### config.mk
export PLATFORM = sky130hd
export DESIGN_NAME = hazard_scoreboard_unit_flat
export DESIGN_NICKNAME = d
export VERILOG_FILES = /design/src/rtl/hazard_scoreboard_unit_if.sv /design/src/rtl/hazard_scoreboard_unit.sv /design/src/flat_wrapper.sv
export SDC_FILE = /design/constraint.sdc
export NUM_CORES = 1
export LEC_CHECK = 0
export BUFFER_PORTS_ARGS = -buffer_cell sky130_fd_sc_hd__buf_2
export CAP_MARGIN = 20
export CORE_ASPECT_RATIO = 1.2
export CORE_MARGIN = 3
export CORE_UTILIZATION = 47
export DETAILED_ROUTE_END_ITERATION = 8
export GPL_TIMING_DRIVEN = 0
export PLACE_DENSITY = 0.77
export SYNTH_ARGS = -nofsm -noshare
export SYNTH_HDL_FRONTEND = slang
export SYNTH_SLANG_ARGS = --single-unit
### constraint.sdc
create_clock -name clk -period 1.8 [get_ports clk]
set_clock_uncertainty 0.05 [all_clocks]
set_input_delay 0.27 -clock clk [delete_from_list [all_inputs] [get_ports clk]]
set_output_delay 0.27 -clock clk [all_outputs]
set_load 0.02 [all_outputs]
### src/rtl/hazard_scoreboard_unit_if.sv
// Hazard unit bundle: ID-stage instruction fields and memory freeze in,
// stage enables, bubble inserts and bypass selects out.
//   master : pipeline side (drives ID fields, receives controls)
//   slave  : hazard unit side
interface hazard_scoreboard_unit_if #(
  parameter int unsigned REG_W = 5
);
  logic             mem_stall;
  logic             Branch_ID;
  logic             rs1use_ID;
  logic             rs2use_ID;
  logic [2:0]       hazard_optype_ID;
  logic [REG_W-1:0] rd_ID;
  logic [REG_W-1:0] rs1_ID;
  logic [REG_W-1:0] rs2_ID;

  logic             PC_EN_IF;
  logic             reg_FD_EN;
  logic             reg_DE_EN;
  logic             reg_EM_EN;
  logic             reg_MW_EN;
  logic             reg_FD_flush;
  logic             reg_DE_flush;
  logic             reg_EM_flush;
  logic [1:0]       forward_ctrl_A;
  logic [1:0]       forward_ctrl_B;
  logic             forward_ctrl_ls;
  logic             mul_busy;

  modport master (
    output mem_stall, Branch_ID, rs1use_ID, rs2use_ID, hazard_optype_ID,
           rd_ID, rs1_ID, rs2_ID,
    input  PC_EN_IF, reg_FD_EN, reg_DE_EN, reg_EM_EN, reg_MW_EN,
           reg_FD_flush, reg_DE_flush, reg_EM_flush,
           forward_ctrl_A, forward_ctrl_B, forward_ctrl_ls, mul_busy
  );

  modport slave (
    input  mem_stall, Branch_ID, rs1use_ID, rs2use_ID, hazard_optype_ID,
           rd_ID, rs1_ID, rs2_ID,
    output PC_EN_IF, reg_FD_EN, reg_DE_EN, reg_EM_EN, reg_MW_EN,
           reg_FD_flush, reg_DE_flush, reg_EM_flush,
           forward_ctrl_A, forward_ctrl_B, forward_ctrl_ls, mul_busy
  );
endinterface

### src/rtl/hazard_scoreboard_unit.sv
// ID-stage hazard scoreboard for the 5-stage core. Tracks the EXE and MEM
// instructions (optype, rd, EXE rs2) and a MUL occupancy counter, and from
// them plus the ID fields produces stage enables, bubble inserts and the
// operand / store-data bypass selects combinationally.
// Ports:
//   clk  core clock, rising edge
//   rst  asynchronous active-high reset
//   hz   hazard bundle (slave): ID fields + mem_stall in, controls out
module hazard_scoreboard_unit #(
  parameter int unsigned REG_W      = 5,
  parameter int unsigned MUL_LAT    = 4,
  parameter int unsigned CNT_W      = 4,
  parameter bit          FORWARD_EN = 1'b1
) (
  input  logic                    clk,
  input  logic                    rst,
  hazard_scoreboard_unit_if.slave hz
);

  localparam logic [2:0] OP_NONE  = 3'd0;
  localparam logic [2:0] OP_ALU   = 3'd1;
  localparam logic [2:0] OP_LOAD  = 3'd2;
  localparam logic [2:0] OP_STORE = 3'd3;
  localparam logic [2:0] OP_MUL   = 3'd4;

  localparam logic [1:0] FWD_RF   = 2'b00;
  localparam logic [1:0] FWD_EXE  = 2'b01;
  localparam logic [1:0] FWD_MALU = 2'b10;
  localparam logic [1:0] FWD_MLD  = 2'b11;

  logic [2:0]       opt_exe, opt_mem;
  logic [REG_W-1:0] rd_exe, rs2_exe, rd_mem;
  logic [CNT_W-1:0] cnt;

  logic exe_wr, mem_wr, busy, lu, raw;
  logic exe_fwd_ok, mem_alu_ok, mem_ld_ok;

  // Bypass source for one operand; the EXE match shadows the MEM match.
  function automatic logic [1:0] fwd_sel(
    input logic [REG_W-1:0] rs,
    input logic             e_ok,
    input logic [REG_W-1:0] e_rd,
    input logic             m_alu,
    input logic             m_ld,
    input logic [REG_W-1:0] m_rd
  );
    logic [1:0] sel;
    sel = FWD_RF;
    if (e_ok && (rs == e_rd))        sel = FWD_EXE;
    else if (m_alu && (rs == m_rd))  sel = FWD_MALU;
    else if (m_ld && (rs == m_rd))   sel = FWD_MLD;
    return sel;
  endfunction

  // Hazard detection; a zero rd never counts as a producer.
  always_comb begin
    exe_wr = ((opt_exe == OP_ALU) || (opt_exe == OP_LOAD) || (opt_exe == OP_MUL))
             && (rd_exe != '0);
    mem_wr = ((opt_mem == OP_ALU) || (opt_mem == OP_LOAD) || (opt_mem == OP_MUL))
             && (rd_mem != '0);
    busy   = (cnt != '0);

    // Store data arrives late via forward_ctrl_ls, so a store's rs2 is exempt.
    lu = (opt_exe == OP_LOAD) && (rd_exe != '0) &&
         ((hz.rs1use_ID && (hz.rs1_ID == rd_exe)) ||
          (hz.rs2use_ID && (hz.rs2_ID == rd_exe) && (hz.hazard_optype_ID != OP_STORE)));

    raw = 1'b0;
    if (!FORWARD_EN) begin
      raw = (hz.rs1use_ID && ((exe_wr && (hz.rs1_ID == rd_exe)) ||
                              (mem_wr && (hz.rs1_ID == rd_mem)))) ||
            (hz.rs2use_ID && ((exe_wr && (hz.rs2_ID == rd_exe)) ||
                              (mem_wr && (hz.rs2_ID == rd_mem))));
    end

    // A MUL result is only valid in its final EXE cycle.
    exe_fwd_ok = (rd_exe != '0) && (cnt == '0) &&
                 ((opt_exe == OP_ALU) || (opt_exe == OP_MUL));
    mem_alu_ok = (rd_mem != '0) && ((opt_mem == OP_ALU) || (opt_mem == OP_MUL));
    mem_ld_ok  = (rd_mem != '0) && (opt_mem == OP_LOAD);
  end

  // Stage enables, bubbles and bypass selects.
  always_comb begin
    hz.PC_EN_IF        = 1'b1;
    hz.reg_FD_EN       = 1'b1;
    hz.reg_DE_EN       = 1'b1;
    hz.reg_EM_EN       = 1'b1;
    hz.reg_MW_EN       = 1'b1;
    hz.reg_FD_flush    = 1'b0;
    hz.reg_DE_flush    = 1'b0;
    hz.reg_EM_flush    = 1'b0;
    hz.forward_ctrl_A  = FWD_RF;
    hz.forward_ctrl_B  = FWD_RF;
    hz.forward_ctrl_ls = 1'b0;

    if (hz.mem_stall) begin
      hz.PC_EN_IF  = 1'b0;
      hz.reg_FD_EN = 1'b0;
      hz.reg_DE_EN = 1'b0;
      hz.reg_EM_EN = 1'b0;
      hz.reg_MW_EN = 1'b0;
    end else if (busy) begin
      hz.PC_EN_IF     = 1'b0;
      hz.reg_FD_EN    = 1'b0;
      hz.reg_DE_EN    = 1'b0;
      hz.reg_EM_flush = 1'b1;
    end else if (lu || raw) begin
      hz.PC_EN_IF     = 1'b0;
      hz.reg_FD_EN    = 1'b0;
      hz.reg_DE_flush = 1'b1;
    end else begin
      // Under any stall the branch is simply re-evaluated next cycle.
      hz.reg_FD_flush = hz.Branch_ID;
    end

    if (FORWARD_EN) begin
      hz.forward_ctrl_A  = fwd_sel(hz.rs1_ID, exe_fwd_ok, rd_exe, mem_alu_ok, mem_ld_ok, rd_mem);
      hz.forward_ctrl_B  = fwd_sel(hz.rs2_ID, exe_fwd_ok, rd_exe, mem_alu_ok, mem_ld_ok, rd_mem);
      hz.forward_ctrl_ls = (opt_exe == OP_STORE) && mem_ld_ok && (rs2_exe == rd_mem);
    end
  end

  assign hz.mul_busy = busy;

  // EXE/MEM tracking and MUL occupancy counter.
  always_ff @(posedge clk or posedge rst) begin
    if (rst) begin
      opt_exe <= OP_NONE;
      rd_exe  <= '0;
      rs2_exe <= '0;
      opt_mem <= OP_NONE;
      rd_mem  <= '0;
      cnt     <= '0;
    end else if (!hz.mem_stall) begin
      if (busy) begin
        opt_mem <= OP_NONE;
        rd_mem  <= '0;
        cnt     <= cnt - CNT_W'(1);
      end else if (lu || raw) begin
        opt_mem <= opt_exe;
        rd_mem  <= rd_exe;
        opt_exe <= OP_NONE;
        rd_exe  <= '0;
        rs2_exe <= '0;
      end else begin
        opt_mem <= opt_exe;
        rd_mem  <= rd_exe;
        opt_exe <= hz.hazard_optype_ID;
        rd_exe  <= hz.rd_ID;
        rs2_exe <= hz.rs2_ID;
        cnt     <= (hz.hazard_optype_ID == OP_MUL) ? CNT_W'(MUL_LAT - 1) : '0;
      end
    end
  end

endmodule

### src/flat_wrapper.sv
// flat-port wrapper written by rule: the top's interface ports become plain ports
module hazard_scoreboard_unit_flat 
#(
  parameter int unsigned REG_W      = 5,
  parameter int unsigned MUL_LAT    = 4,
  parameter int unsigned CNT_W      = 4,
  parameter bit          FORWARD_EN = 1'b1
)
  (clk, rst, hz_mem_stall, hz_Branch_ID, hz_rs1use_ID, hz_rs2use_ID, hz_hazard_optype_ID, hz_rd_ID, hz_rs1_ID, hz_rs2_ID, hz_PC_EN_IF, hz_reg_FD_EN, hz_reg_DE_EN, hz_reg_EM_EN, hz_reg_MW_EN, hz_reg_FD_flush, hz_reg_DE_flush, hz_reg_EM_flush, hz_forward_ctrl_A, hz_forward_ctrl_B, hz_forward_ctrl_ls, hz_mul_busy);
  hazard_scoreboard_unit_if #(.REG_W(REG_W)) hz_i ();
  input  logic clk;
  input  logic rst;
  input wire logic [$bits(hz_i.mem_stall)-1:0] hz_mem_stall;
  input wire logic [$bits(hz_i.Branch_ID)-1:0] hz_Branch_ID;
  input wire logic [$bits(hz_i.rs1use_ID)-1:0] hz_rs1use_ID;
  input wire logic [$bits(hz_i.rs2use_ID)-1:0] hz_rs2use_ID;
  input wire logic [$bits(hz_i.hazard_optype_ID)-1:0] hz_hazard_optype_ID;
  input wire logic [$bits(hz_i.rd_ID)-1:0] hz_rd_ID;
  input wire logic [$bits(hz_i.rs1_ID)-1:0] hz_rs1_ID;
  input wire logic [$bits(hz_i.rs2_ID)-1:0] hz_rs2_ID;
  output wire logic [$bits(hz_i.PC_EN_IF)-1:0] hz_PC_EN_IF;
  output wire logic [$bits(hz_i.reg_FD_EN)-1:0] hz_reg_FD_EN;
  output wire logic [$bits(hz_i.reg_DE_EN)-1:0] hz_reg_DE_EN;
  output wire logic [$bits(hz_i.reg_EM_EN)-1:0] hz_reg_EM_EN;
  output wire logic [$bits(hz_i.reg_MW_EN)-1:0] hz_reg_MW_EN;
  output wire logic [$bits(hz_i.reg_FD_flush)-1:0] hz_reg_FD_flush;
  output wire logic [$bits(hz_i.reg_DE_flush)-1:0] hz_reg_DE_flush;
  output wire logic [$bits(hz_i.reg_EM_flush)-1:0] hz_reg_EM_flush;
  output wire logic [$bits(hz_i.forward_ctrl_A)-1:0] hz_forward_ctrl_A;
  output wire logic [$bits(hz_i.forward_ctrl_B)-1:0] hz_forward_ctrl_B;
  output wire logic [$bits(hz_i.forward_ctrl_ls)-1:0] hz_forward_ctrl_ls;
  output wire logic [$bits(hz_i.mul_busy)-1:0] hz_mul_busy;
  assign hz_i.mem_stall = hz_mem_stall;
  assign hz_i.Branch_ID = hz_Branch_ID;
  assign hz_i.rs1use_ID = hz_rs1use_ID;
  assign hz_i.rs2use_ID = hz_rs2use_ID;
  assign hz_i.hazard_optype_ID = hz_hazard_optype_ID;
  assign hz_i.rd_ID = hz_rd_ID;
  assign hz_i.rs1_ID = hz_rs1_ID;
  assign hz_i.rs2_ID = hz_rs2_ID;
  assign hz_PC_EN_IF = hz_i.PC_EN_IF;
  assign hz_reg_FD_EN = hz_i.reg_FD_EN;
  assign hz_reg_DE_EN = hz_i.reg_DE_EN;
  assign hz_reg_EM_EN = hz_i.reg_EM_EN;
  assign hz_reg_MW_EN = hz_i.reg_MW_EN;
  assign hz_reg_FD_flush = hz_i.reg_FD_flush;
  assign hz_reg_DE_flush = hz_i.reg_DE_flush;
  assign hz_reg_EM_flush = hz_i.reg_EM_flush;
  assign hz_forward_ctrl_A = hz_i.forward_ctrl_A;
  assign hz_forward_ctrl_B = hz_i.forward_ctrl_B;
  assign hz_forward_ctrl_ls = hz_i.forward_ctrl_ls;
  assign hz_mul_busy = hz_i.mul_busy;
  hazard_scoreboard_unit #(.REG_W(REG_W), .MUL_LAT(MUL_LAT), .CNT_W(CNT_W), .FORWARD_EN(FORWARD_EN)) u_core (.clk(clk), .rst(rst), .hz(hz_i));
endmodule
# [Word-level counts from Yosys, hierarchy flattened]
# Index checks and enable logic that the tools add are counted.
[word_totals] inputBits=24 ff_bits=25 out_inout_bits=14 elab_cells=78
[op_classes] n_mux=28 n_reduce_logical=26 n_eq_ne=15 add_sub_neg=1 bitwise_logic=2
[ops] operator="$eq A5 B5 Y1" count=5
[ops] operator="$logic_and A1 B1 Y1" count=17
[ops] operator="$mux W5" count=3
[ops] operator="$mux W1" count=14
[ops] operator="$mux W2" count=7
[ops] operator="$reduce_bool A5 Y1" count=2
[ops] operator="$eq A3 B2 Y1 const B" count=3
[ops] operator="$eq A3 B3 Y1 const B" count=3
[ops] operator="$mux W4" count=2
[ops] operator="$eq A3 B1 Y1 const B" count=2
[ops] operator="$mux W3" count=2
[ops] operator="$logic_not A4 Y1" count=1
[ops] operator="$reduce_and A2 Y1" count=2
[ops] operator="$reduce_bool A4 Y1" count=1
[ops] operator="$sub A4 B1 Y4 const B" count=1
[ops] operator="$logic_or A1 B1 Y1" count=3
[ops] operator="$ne A3 B2 Y1 const B" count=1
[ops] operator="$ne A2 B2 Y1 const B" count=1
[ops] operator="$not A1 Y1" count=2

# [Longest topological paths before layout]
[depth] depth_word=8 ltp_mapped=8 depth_no_buf=7

# [Least setup slack after synthesis]
# OpenSTA, ideal clock, no wires.
[synth_timing] path_kind="reg-to-output" start="register u_core.rd_exe[1]" end="output port hz_reg_FD_flush" setup_slack_ps=-409 arrival_ps=1889 n_path_buf=0 path_stages_with_launch=7 path_cell_list="dfrtp_1 or4_1 nor2_2 nor4b_1 o21a_4 nor2_1 and2_1"
[synth_between] elab_chain_len=8 word_cells_on_any_way=12 classes_between="eq/ne: 2; mux: 3; reduce/logical: 7"
[synth_rtl] element="from (decl)" line="hazard_scoreboard_unit.sv:32" rtl="logic [REG_W-1:0] rd_exe, rs2_exe, rd_mem;"
[synth_rtl] element="from (signal assigned)" line="hazard_scoreboard_unit.sv:150" rtl="rd_exe <= hz.rd_ID;"
[synth_rtl] element="$eq A5 B5 Y1" line="hazard_scoreboard_unit.sv:66" rtl="(hz.rs2use_ID && (hz.rs2_ID == rd_exe) && (hz.hazard_optype_ID != OP_STORE)));"
[synth_rtl] element="$logic_and A1 B1 Y1 (2 in series)" line="hazard_scoreboard_unit.sv:66"
[synth_rtl] element="$logic_or A1 B1 Y1" line="hazard_scoreboard_unit.sv:65" rtl="((hz.rs1use_ID && (hz.rs1_ID == rd_exe)) ||"
[synth_rtl] element="$logic_and A1 B1 Y1 (*)" line="hazard_scoreboard_unit.sv:64" rtl="lu = (opt_exe == OP_LOAD) && (rd_exe != '0) &&"
[synth_rtl] element="$mux W1 (*)" line="hazard_scoreboard_unit.sv:108" rtl="end else if (lu || raw) begin"
[synth_rtl] element="$mux W1 (*)" line="hazard_scoreboard_unit.sv:103" rtl="end else if (busy) begin"
[synth_rtl] element="$mux W1 (*)" line="hazard_scoreboard_unit.sv:97" rtl="if (hz.mem_stall) begin"
[synth_rtl] element="to (decl)" line="flat_wrapper.sv:26" rtl="output wire logic [$bits(hz_i.reg_FD_flush)-1:0] hz_reg_FD_flush;"
# Mark *: on every way between the ends. The rest lies on a longest branch, timed or not.

# [Worst setup path after layout]
[layout_timing] start="register u_core.rd_exe[2]" end="output port hz_reg_FD_flush"
# Same word-level chain as after synthesis.

==> results summary <==
The run finished, with violations left. The final reports fail on setup timing. The post-synth net total came out at 202. The power density over the cells is around 1300 nW/um2. The height of the chip is 68.12 um. The area of the core region came out at between 2000 and 3000 um2. The relative slew slack is between 30% and 40%.

The total of flip-flops plus latches after synthesis came out at 25. The worst-case setup slack after placement came out at -0.3249 ns. The worst setup path is launched from a flip-flop.

The detailed placer's ending HPWL came out at about 2700 um. STA puts the critical path data required time at 1.48 ns. The deepest clock path buffer count is 2. IR analysis of the VDD net gives a maximum drop of between 0.0007 and 0.0008 V.

The fraction of layout instances using a drive strength above 1 is between 50% and 60%. The total standard cell area after synthesis came out at between 1500 and 2000 um2. The total congestion overflow is 0. The max capacitance violation total is 0. In the post-synthesis netlist, the biggest area contributors are dfrtp_1, xnor2_1, nand2_1. The die is approximately 58 um wide. The number of nets with antenna violations after routing is 0. The placer congestion estimate came out at 0.8034. The number of endpoints with negative hold slack in the final report is 0. The routed design could run at a clock period as short as 2.295 ns. The mean number of vias per cell is between 5 and 6. The sequential fraction of the synthesis area came out at between 40% and 50%. Setup violations remaining at the end of the flow were counted as 25. The arrival time at the worst endpoint is between 1.5 and 2 ns. STA classifies the critical path endpoint as an output port.

The number of nets at the end of the flow is ~260. The slew at the pin with the worst max-slew slack came out at between 0.9 and 1 ns. For this design, the sink count on the clock tree is 25. The largest area contributor in the synthesized netlist is dfrtp_1. The area fraction of the dominant cell type after synthesis is roughly two fifths. The initialized floorplan defines 21 standard-cell rows. The mean post-synth cell area came out at between 8 and 9 um2. The worst-skew pair later-pin latency is around 0.32 ns. The total clock buffers created by CTS came out at 3. The worst hold slack across all endpoints came out at a little over 0.09 ns.

The pin count of the biggest net entering global routing came out at 26. Of all nets on the critical path, the largest fanout is 3. For this run, the detailed router's first-pass iteration total came to 4. The wire length of the first global-routing pass is roughly 6500 um. The number of I/O pins came out at 38. For this design the static power due to leakage is around 1 nW. The final instance area came out at around 2200 um2.

Buffers placed on the I/O ports in this run total 37. The max-slew violation total from the final report came out at 0. After clock tree synthesis, the flow added hold-fix buffers numbering 0. The cell area reported after detailed placement came out at between 1500 and 2000 um2. The via count is between 1500 and 2000. The area growth from synthesis to layout is 48.51%. The number of inserted diodes is 0.

The via count of the first global-routing pass came out at between 1000 and 1500. The post-route non-filler standard cell count is 270. The final worst setup slack came out at -0.4948 ns.

The min-delay analysis places its worst path in the category input port to async pin. The CTS tree is done. The number of distinct library cells after synthesis is 32. The initial utilization of the core area, before any placement, comes to just over 50%. The DRC violation count after routing is 0. The detailed router finished its first iteration with 59 violations. The die covers roughly 3900 um2. The critical path is of the flip-flop to output port type. Summed over all layers, the routed wires come to roughly 4600 um.

The number of antenna violations at the first check in global routing is 0. The number of warnings issued by yosys came out at 0. The synthesized instance count is roughly 180.

The share of the core filled with cells is between 70% and 80%. The H-tree depth reported by CTS came out at 1. The upper clock frequency limit is 435.8 MHz. The routed length per instance came out at about 17 um. The final cycle utilization of the critical path came out at 127.5%. The clock tree root buffer cell is clkbuf_4.

The combined global-route utilization of all metal layers came out at 21.55%. After clock tree synthesis, the clock-pin slew on the worst setup and hold paths is between 0.1 and 0.15 ns. Setup repair after global routing could not meet its margin everywhere. The number of placed instances, taps included is between 200 and 250.
[kinds of logic after synthesis]
| logic type | Yosys count | share of synthesized area [%] |
|---|---|---|
| and+or+nand+nor | 71 | 21.19 |
| xor gates and xnor gates | 27 | 15.65 |
| buffers and inverters | 17 | 4.718 |
| DFF | 25 | 41.39 |
| AOI/OAI and AO/OA | 36 | 16.22 |
| adders and majority gates | 1 | 0.8277 |
[path summary, 6_finish.rpt]
path	from	to	slack [ns]	cells past startpoint
hold reg to reg	u_core.rd_exe[2]$_DFFE_PP0P_	u_core.rd_exe[2]$_DFFE_PP0P_	0.50	2
hold / removal	rst	u_core.rd_exe[0]$_DFFE_PP0P_	0.09	2
setup / recovery	u_core.rd_exe[2]$_DFFE_PP0P_	hz_reg_FD_flush	-0.49	7
min in group clk	hz_rd_ID[0]	u_core.rd_exe[0]$_DFFE_PP0P_	0.10	3
setup reg to reg	u_core.rd_exe[2]$_DFFE_PP0P_	u_core.cnt[1]$_DFFE_PP0P_	-0.44	8
max in group asynchronous	rst	u_core.rd_exe[4]$_DFFE_PP0P_	0.96	2
[report_power, final]
part           internal (mW)  switching, mW
Sequential             0.770          0.276
Clock                 0.0868          0.173
Combinational          0.765          0.750
Total                   1.62           1.20
[worst max-delay path: stages, from the launching register on]
cell and delay (ns):
dfrtp_2 0.45, or4_4 0.53, nor2_4 0.10, nor4b_1 0.07, o21a_4 0.15, nor2_4 0.10
and2_4 0.15, buf_6 0.10
[layer usage]
layer / global-route usage [%] / routed length [um] / part of all wire [%] / vias to the layer above
met5: 0 / 0 / 0 / -
met4: 7.536 / 165 / 3.6 / 0
met3: 3.962 / 267 / 5.8 / 17
met2: 37.43 / 2264 / 50 / 63
met1: 26.78 / 1875 / 41 / 758
li1: - / - / - / 721
[cell usage in the layout, fill, tap and decap left out, types with 4 or more instances in the layout]
master,n
a22o_1,7
nand2_2,4
o21ai_0,4
nand2_1,35
xnor2_2,4
o21ai_1,5
buf_2,28
xnor2_1,14
xor2_1,8
buf_6,7
o21ai_2,9
buf_4,27
dfrtp_1,14
nor2_4,4
dfrtp_2,11
nor2_1,5
[flip-flops by register name, summed over array words and instances (netlist names)]
register and cells:
u_core.opt_exe 3, u_core.rd_mem 5, u_core.rd_exe 5, u_core.rs2_exe 5
u_core.opt_mem 3, u_core.cnt 4
[cell type report]
cell class	instances	area, um2
inverter	5	21.27
buffer	5	37.54
tap	34	42.54
timing repair buffer	62	446.7
multi-input combinational	135	1031
sequential	25	639.4
clock buffer	4	26.28
fill	200	698.2
[Yosys cell counts]
cell type  count
dfrtp_1       25
and2_1         2
o21ai_0       18
nand4b_1       1
a31oi_1        2
or4_1          2
xnor2_1       19
a21oi_1        1
o211ai_1       1
ha_1           1
xor2_1         8
buf_4          2
clkbuf_1       9
a211oi_1       2
a22o_2         1
nor4b_1        1
a2111o_1       1
and3_1         1
nand4_1        2
nor3_1         6
a21o_1         1
nor4_1         2
nand3_1        5
nor2_2         1
buf_1          1
o211a_1        1
a22o_1         7
o21a_4         1
inv_1          5
nand2_1       39
nor2b_1        1
nor2_1         8
[stage by stage]
| stage | TNS [ns] | power [mW] |
|---|---|---|
| finish | -5.957 | 2.821 |
| global route | -7.031 | 2.962 |
| global placement | -3.946 | 1.841 |
| CTS | -4.920 | 2.473 |
| detailed placement | -5.169 | 1.880 |
| floorplan | -0.9738 | 1.628 |
[what timing repair did]
item                       4_1_cts  5_1_grt
cloned                           0        1
resized for setup               48       40
setup buffers                   17        7
setup endpoints to repair       22       26
pin swaps                        8       15
Power figures use the tool's default switching activity.
